### src/rtl/avmm_pkg.sv
// Shared types and key constants for the AVMM request master and the page-protected memory.
package avmm_pkg;

  typedef enum logic [2:0] {
    IDLE,
    UNLK_HI,
    UNLK_LO,
    WR,
    RD,
    RDCAP,
    RSP
  } avmm_mst_state_t;

  localparam logic [7:0] PAGE2_BASE  = 8'd128;
  localparam logic [7:0] KEY_HI_ADDR = 8'd127;
  localparam logic [7:0] KEY_LO_ADDR = 8'd126;
  localparam logic [7:0] KEY_HI      = 8'd23;
  localparam logic [7:0] KEY_LO      = 8'd79;

endpackage

### src/rtl/avmm_req_master.sv
// Single-outstanding AVMM master with a valid/ready request and response channel.
// Define AVMM_AUTO_UNLOCK_EN to insert the page-2 unlock key writes before the first page-2 write.
module avmm_req_master
  import avmm_pkg::*;
#(
  parameter int AW = 8,
  parameter int DW = 32
) (
  input  logic          clk,
  input  logic          rst,
  input  logic          req_valid,
  output logic          req_ready,
  input  logic          req_write,
  input  logic [AW-1:0] req_addr,
  input  logic [DW-1:0] req_wdata,
  output logic          rsp_valid,
  input  logic          rsp_ready,
  output logic [DW-1:0] rsp_rdata,
  output logic [AW-1:0] avm_address,
  output logic          avm_write,
  output logic          avm_read,
  output logic [DW-1:0] avm_writedata,
  input  logic [DW-1:0] avm_readdata,
  output logic          unlocked
);

  localparam logic [AW-1:0] KEY_HI_A = AW'(KEY_HI_ADDR);
  localparam logic [AW-1:0] KEY_LO_A = AW'(KEY_LO_ADDR);
  localparam logic [DW-1:0] KEY_HI_D = DW'(KEY_HI);
  localparam logic [DW-1:0] KEY_LO_D = DW'(KEY_LO);

  avmm_mst_state_t state_q, state_d;
  logic [AW-1:0]   addr_q, addr_d;
  logic [DW-1:0]   wdata_q, wdata_d;
  logic [DW-1:0]   rsp_rdata_q, rsp_rdata_d;
  logic            rsp_valid_q, rsp_valid_d;
  logic [AW-1:0]   avm_address_q, avm_address_d;
  logic [DW-1:0]   avm_writedata_q, avm_writedata_d;
  logic            avm_write_q, avm_write_d;
  logic            avm_read_q, avm_read_d;
`ifdef AVMM_AUTO_UNLOCK_EN
  logic            unlocked_q, unlocked_d;
`endif

  always_comb begin
    state_d     = state_q;
    addr_d      = addr_q;
    wdata_d     = wdata_q;
    rsp_rdata_d = rsp_rdata_q;
`ifdef AVMM_AUTO_UNLOCK_EN
    unlocked_d  = unlocked_q;
`endif

    unique case (state_q)
      IDLE: begin
        if (req_valid) begin
          addr_d  = req_addr;
          wdata_d = req_wdata;
          if (!req_write) begin
            state_d = RD;
          end else begin
            state_d = WR;
`ifdef AVMM_AUTO_UNLOCK_EN
            // A user write to either key word may have destroyed the key.
            if (req_addr == KEY_HI_A || req_addr == KEY_LO_A)
              unlocked_d = 1'b0;
            if (req_addr >= AW'(PAGE2_BASE) && !unlocked_q)
              state_d = UNLK_HI;
`endif
          end
        end
      end
      UNLK_HI: state_d = UNLK_LO;
      UNLK_LO: begin
        state_d = WR;
`ifdef AVMM_AUTO_UNLOCK_EN
        unlocked_d = 1'b1;
`endif
      end
      WR:    state_d = IDLE;
      RD:    state_d = RDCAP;
      RDCAP: begin
        rsp_rdata_d = avm_readdata;
        state_d     = RSP;
      end
      RSP: begin
        if (rsp_ready)
          state_d = IDLE;
      end
      default: state_d = IDLE;
    endcase

    // Pin values are derived from the next state so they appear registered in that state.
    avm_write_d     = (state_d == UNLK_HI) || (state_d == UNLK_LO) || (state_d == WR);
    avm_read_d      = (state_d == RD);
    rsp_valid_d     = (state_d == RSP);
    avm_address_d   = '0;
    avm_writedata_d = '0;
    case (state_d)
      UNLK_HI: begin
        avm_address_d   = KEY_HI_A;
        avm_writedata_d = KEY_HI_D;
      end
      UNLK_LO: begin
        avm_address_d   = KEY_LO_A;
        avm_writedata_d = KEY_LO_D;
      end
      WR: begin
        avm_address_d   = addr_d;
        avm_writedata_d = wdata_d;
      end
      RD:      avm_address_d = addr_d;
      default: ;
    endcase
  end

  always_ff @(posedge clk) begin
    if (rst) begin
      state_q         <= IDLE;
      addr_q          <= '0;
      wdata_q         <= '0;
      rsp_rdata_q     <= '0;
      rsp_valid_q     <= 1'b0;
      avm_address_q   <= '0;
      avm_writedata_q <= '0;
      avm_write_q     <= 1'b0;
      avm_read_q      <= 1'b0;
`ifdef AVMM_AUTO_UNLOCK_EN
      unlocked_q      <= 1'b0;
`endif
    end else begin
      state_q         <= state_d;
      addr_q          <= addr_d;
      wdata_q         <= wdata_d;
      rsp_rdata_q     <= rsp_rdata_d;
      rsp_valid_q     <= rsp_valid_d;
      avm_address_q   <= avm_address_d;
      avm_writedata_q <= avm_writedata_d;
      avm_write_q     <= avm_write_d;
      avm_read_q      <= avm_read_d;
`ifdef AVMM_AUTO_UNLOCK_EN
      unlocked_q      <= unlocked_d;
`endif
    end
  end

  assign req_ready     = (state_q == IDLE);
  assign rsp_valid     = rsp_valid_q;
  assign rsp_rdata     = rsp_rdata_q;
  assign avm_address   = avm_address_q;
  assign avm_writedata = avm_writedata_q;
  assign avm_write     = avm_write_q;
  assign avm_read      = avm_read_q;
`ifdef AVMM_AUTO_UNLOCK_EN
  assign unlocked      = unlocked_q;
`else
  assign unlocked      = 1'b0;
`endif

endmodule

### config.mk
export PLATFORM = sky130hd
export DESIGN_NAME = avmm_req_master
export DESIGN_NICKNAME = d
export VERILOG_FILES = /design/src/rtl/avmm_pkg.sv /design/src/rtl/avmm_req_master.sv
export SDC_FILE = /design/constraint.sdc
export NUM_CORES = 1
export LEC_CHECK = 0
export ABC_AREA = 0
export CORE_ASPECT_RATIO = 0.8
export CORE_MARGIN = 4
export CORE_UTILIZATION = 55
export DETAILED_ROUTE_END_ITERATION = 7
export DONT_BUFFER_PORTS = 1
export GPL_ROUTABILITY_DRIVEN = 0
export HOLD_SLACK_MARGIN = 0.08
export MAX_ROUTING_LAYER = met4
export PLACE_DENSITY = 0.69
export SLEW_MARGIN = 20
export SYNTH_ARGS = -nofsm -noshare
export SYNTH_HDL_FRONTEND = slang
export SYNTH_SLANG_ARGS = --single-unit
### constraint.sdc
create_clock -name clk -period 1.39 [get_ports clk]
set_clock_uncertainty 0.1 [all_clocks]
set_input_delay 0.278 -clock clk [delete_from_list [all_inputs] [get_ports clk]]
set_output_delay 0.278 -clock clk [all_outputs]
set_load 0.01 [all_outputs]
==> results of run 1 <==
-- cell type report --
cell class,instances,area [µm²]
timing repair buffer,84,1010
clock buffer,20,435
clock inverter,12,200
fill,283,826
sequential,118,2360
tap,87,109
multi-input combinational,251,1980
-- how the worst max path moves through the flow --
stage,endpoint,slack [ns],cells after the start
after floorplan,avm_writedata[6],-0.06,6
after global placement,avm_address[6],-0.15,4
after detailed placement,avm_address[6],-0.18,4
after CTS,req_ready,-0.28,3
after global routing,avm_address[6],-0.42,7
final,avm_address[6],-0.36,7
-- where the power goes --
group | leakage, nW | switching (mW) | internal [mW] | total [mW]
sequential | 0.961 | 0.234 | 3.63 | 3.87
clock | 0.301 | 1.59 | 3.14 | 4.73
combinational | 0.970 | 0.856 | 1.06 | 1.91
-- timing repair --
action	CTS	global route
endpoints found under the hold margin	118	84
cloned	7	3
endpoints found under the setup margin	78	118
resized for setup	68	62
buffers inserted	14	5
pin swaps	6	4
-- logic make-up after synthesis --
logic type,Yosys count,synth area share (%)
AOI/OAI and AO/OA,57,8.34
DFF,118,60.1
muxes,41,10.4
other,1,0.0954
and+or+nand+nor,151,16.0
buffers and inverters,32,5.06
-- through the flow --
stage | area (µm²) | util, %
6_report | 6100 | 88.1
5_1_grt | 6100 | 88.1
4_1_cts | 5660 | 81.8
3_5_place_dp | 4020 | 58.1
3_3_place_gp | 4020 | 58.1
2_1_floorplan | 3930 | -
-- sequential cells by signal (all words and copies together) (netlist names) --
| register | cells |
|---|---|
| addr_q | 8 |
| avm_address | 8 |
| avm_read | 1 |
| avm_write | 1 |
| avm_writedata | 32 |
| rsp_rdata | 32 |
| rsp_valid | 1 |
| state_q | 3 |
| wdata_q | 32 |
-- critical path, stage by stage (launching register included) --
cell and delay [ns]:
dfxtp_2 0.36, buf_6 0.12, buf_4 0.24, buf_4 0.20, nor2_1 0.08, o21ai_2 0.23
buf_6 0.19, o22ai_1 0.09
-- routing by layer --
| metal | vias up | track usage (%) |
|---|---|---|
| met5 | - | - |
| met1 | 1638 | 31.3 |
| met2 | 163 | 43.5 |
| met3 | 38 | 9.36 |
| met4 | 0 | 8.58 |
| li1 | 1474 | - |
-- placed cells by master, fill, tap and decap left out, types with 3 or more instances in the layout --
cell / count
a21oi_1: 32
buf_12: 10
buf_16: 3
buf_4: 13
buf_6: 14
bufinv_16: 5
clkbuf_16: 18
clkinvlp_4: 3
dfxtp_1: 116
dlygate4sd3_1: 42
mux2i_1: 5
mux2i_2: 3
mux2i_4: 33
nand2_1: 67
nor2_1: 66
nor2_2: 5
o22ai_1: 5
o22ai_2: 6
==> metrics.txt, run 1 <==
outcome complete, but fails checks; violated checks negative hold slack, negative setup slack; Syn Inst Count 400; DRC 0; largest net degree at the start of global routing 81; Num CTS Buffers 17; Hold Path Cell Cnt 1; total grt overflow 0; count leader, synth dfxtp_1; Crit. Startpoint state_q[1]; number of synthesized flops with an enable pin 0; Placed Instances approximately 470; Leak 2.23 nW; critical path startpoint category flip-flop; top cells by count, synth dfxtp_1 (118), nor2_1 (71), nand2_1 (67); Met1 Routed Length about 4800 µm; ys flop type dfxtp_1; Clock Latency Late Sink 0.51 ns; post-synthesis net count roughly 480; hpwl dp approximately 5500 µm; worst r2r path cells 7; number of diodes 0; Area Overhead vs Synth 55.2%; initial antenna violation count 0; final setup fails 117; f_max 570 MHz; setup_tns -22.24 ns; Setup crit end kind flip-flop; Syn Area/Cell 9.83 µm²; Cell Area, Synth 3930 µm²; top cells by area, synth dfxtp_1 (60%), mux2i_1 (10%), nor2_1 (6.8%); Worst EP arrival 2.02 ns; final wirelength 12900 µm; DP Worst Slack -0.177 ns; Distinct cells, synth 31; Total Power 10.5 mW; effective utilization at floorplan 56.8%; Max Cap Viol 0; top layer in use met4; routed length on met3 about 1100 µm; Yosys top cell area share 60.1%; DIE WIDTH 103 µm; routed wl met2 6670 µm; Final Hold Vio Count 78; Hold Path Class in2reg; H-tree depth 4; vias per inst 5.79; routed via count 3313; WS Path Type reg2reg; vias in the first global route approximately 3300; Syn. warnings 0; Worst Path Required 1.65 ns; IO Port Bufs 0; Hold WS -0.253 ns; initial drt markers between 150 and 200; row count 27; CTS tree built; fraction of layout cells with a size suffix above 1 28.9%; clk slew on worst S/H paths around 0.060 ns; leading area contributor after synthesis dfxtp_1; FF+latch count, synth 118; CTS Sinks 118; Final Non-Filler Cells 572; Die Y 83.6 µm; core area about 6900 µm²; maximum VDD drop approximately 0.0012 V; Worst Path Max Fanout 13; clock buffer depth 2; ys async rst share 0%; Routed Antenna Nets 0; crit path time final roughly 1.8 ns; worst r2r src state_q[1]; root buf cell clkbuf_8; NumNets Final 549; total power per unit cell area 1720 nW/µm²; Reg-to-Reg End avm_address[6]; io pins around 150; CTS Hold Bufs 42; final worst slack -0.364 ns; Max Slew Vio Count 0; Seq/Total Area, Yosys 60.1%; GRT Util Overall a little over a quarter; min-delay src rst; DR WL/cell 22.5 µm; Final period util 126%; first-pass GRT wire length 17300 µm; die area around 8600 µm²; hold worst-path end rsp_rdata[13]; R2R setup slack -0.36 ns; first drt pass iteration count 5; RSZ-0062 raised after global routing yes
Note: power is estimated with default switching activity, not from simulation.
==> run 2, diff against run 1 <==
--- a/config.mk
+++ b/config.mk
@@ -6,6 +6,7 @@
 export NUM_CORES = 1
 export LEC_CHECK = 0
 export ABC_AREA = 0
+export CAP_MARGIN = 40
 export CORE_ASPECT_RATIO = 0.8
 export CORE_MARGIN = 4
 export CORE_UTILIZATION = 55
==> constraint.sdc (replaced) <==
create_clock -name clk -period 1.43 [get_ports clk]
set_clock_uncertainty 0.1 [all_clocks]
set_input_delay 0.286 -clock clk [delete_from_list [all_inputs] [get_ports clk]]
set_output_delay 0.286 -clock clk [all_outputs]
set_load 0.01 [all_outputs]
==> run 2 against run 1 <==
Compared with the run above:
- the run still ends with negative hold slack, negative setup slack left
- core utilization fell by 5.3 points
- worst setup slack better by 0.089 ns
- sequential share of layout area increased by 2.5 points
- combinational power decreased by 21%
- non-clock buffer count decreased by 17
- clock power down 15%
- sequential cell count did not move
- critical path depth is 1 lower
- die area did not move
- critical path type unchanged
- largest power group unchanged
- highest routed layer unchanged
==> metrics.txt, run 2 (synthesis results as in run 1) <==
GRT Util Overall 23.9%; GRT busiest layer met2; root buf cell clkbuf_8; commonest non-fill, non-tap cell in the layout dfxtp_1; effective utilization at floorplan roughly 57%; R2R setup slack -0.28 ns; total power per unit cell area 1620 nW/µm²; IO Port Bufs 0; initial antenna violation count 0; clock buffer depth 2; Internal ~7.0 mW; clock network power share 43.5%; WS Path Type reg2reg; DP Worst Slack -0.179 ns; Worst Path Max Fanout 5; Area Overhead vs Synth 45.9%; outcome complete, but fails checks; fraction of layout cells with a size suffix above 1 a little over a quarter; row count 27; vias per inst 5.55; final setup fails 112; first-pass GRT wire length 15400 µm; Register Area 2370 µm²; RSZ-0062 raised after global routing yes; initial drt markers 143; Global Route met2 Usage 38.2%; most frequent cells in the layout dfxtp_1 (115), nor2_1 (67), nand2_1 (66), dlygate4sd3_1 (42), mux2i_4 (31); met3 Use GR 9.02%; Multi-input gate area 1900 µm²; NumNets Final around 530; Routed Antenna Nets 0; crit path time final 1.71 ns; die area approximately 8600 µm²; DRC 0; power share of the combinational group 16.2%; area post-placement 3990 µm²; core area 6930 µm²; f_max 586 MHz; switching share of power 25.0%; routed via count 3077; maximum VDD drop 0.00111 V; DIE WIDTH 103 µm; final wirelength 11100 µm; GRT met1 Usage about 28%; DR WL/cell 20.1 µm; total grt overflow 0; Num CTS Buffers 17; Worst Path Required 1.70 ns; Setup crit end kind flip-flop; critical path startpoint category flip-flop; Total Power 9.27 mW; Sequential Power Share 40.3%; CTS tree built; number of diodes 0; first drt pass iteration count 4; Leak 2.05 nW; Max Cap Viol 0; violated checks negative hold slack, negative setup slack; Hold WS -0.247 ns; io pins 154; Worst EP arrival 1.98 ns; Die Y 83.6 µm; final worst slack -0.275 ns; hpwl dp 5250 µm; Max Slew Vio Count 0; Net Switching 2.32 mW; Clock Latency Late Sink 0.50 ns; Hold Path Class in2reg; vias in the first global route 3080; CTS Hold Bufs 42; largest net degree at the start of global routing 81; Final period util 119%; final design instance area without fill 5730 µm²; fillers roughly 370; H-tree depth 4; Final Hold Vio Count 80; CTS Sinks 118; clk slew on worst S/H paths 0.05 ns
-- run 2: cell types whose count changed in the layout (fill, tap and decap cells not counted), moves of 4 or more --
cell and change:
buf_4 -8, a21oi_1 -13, buf_12 -4, a21oi_2 +13
mux2i_2 +4, o22ai_2 -5, buf_6 -4, o22ai_1 +5
-- run 2: critical path, stage by stage (launching register included) --
cell     delay, ns
dfxtp_2       0.33
nor4b_4       0.32
buf_6         0.18
buf_12        0.13
buf_16        0.13
mux2i_2       0.27
a21oi_1       0.10
-- run 2: repair_timing --
action                     CTS  global route
gates resized for setup     51            71
setup endpoints to repair   82           113
setup buffers                8             0
gates cloned                 4             3
hold endpoints to repair   118            86
pin swaps                    6             7
-- run 2: cell type report --
type                       instances  share of cell area [%]
sequential                       118                    41.3
multi-input combinational        250                    33.1
clock buffer                      24                    8.20
tap                               87                    1.90
timing repair buffer              67                    13.9
clock inverter                     8                    1.70
-- run 2: through the flow --
step	setup TNS (ns)	std cells	hold slack, ns	utilization [%]
final	-13.93	554	-0.247	82.8
after global routing	-22.00	554	-0.282	82.8
after CTS	-7.64	554	-0.266	77.2
after detailed placement	-7.21	468	0.263	57.6
after global placement	-4.37	468	0.261	57.6
after floorplan	-0.0806	400	0.262	-
-- run 2: worst paths after layout --
path / start / to / cells after the start
setup / recovery: state_q[0] / avm_writedata[4] / 6
hold reg to reg: rsp_rdata[13] / rsp_rdata[13] / 2
hold / removal: rst / rsp_rdata[12] / 1
setup reg to reg: state_q[0] / avm_writedata[4] / 6
-- run 2: layer usage --
| layer | up-vias | wire (µm) | part of all wire, % |
|---|---|---|---|
| met5 | - | 0 | 0 |
| met4 | 0 | 148 | 1.3 |
| met3 | 17 | 833 | 7.5 |
| met2 | 127 | 5810 | 52 |
| met1 | 1493 | 4340 | 39 |
| li1 | 1440 | - | - |
-- run 2: power groups by stage --
| stage | combinational [mW] | clock, mW | sequential [mW] |
|---|---|---|---|
| detailed placement | 0.754 | 0 | 3.75 |
| floorplan | 0.683 | 0 | 3.72 |
| finish | 1.50 | 4.03 | 3.74 |
| global route | 1.59 | 4.25 | 3.76 |
| CTS | 1.20 | 4.03 | 3.70 |
| global placement | 0.741 | 0 | 3.75 |
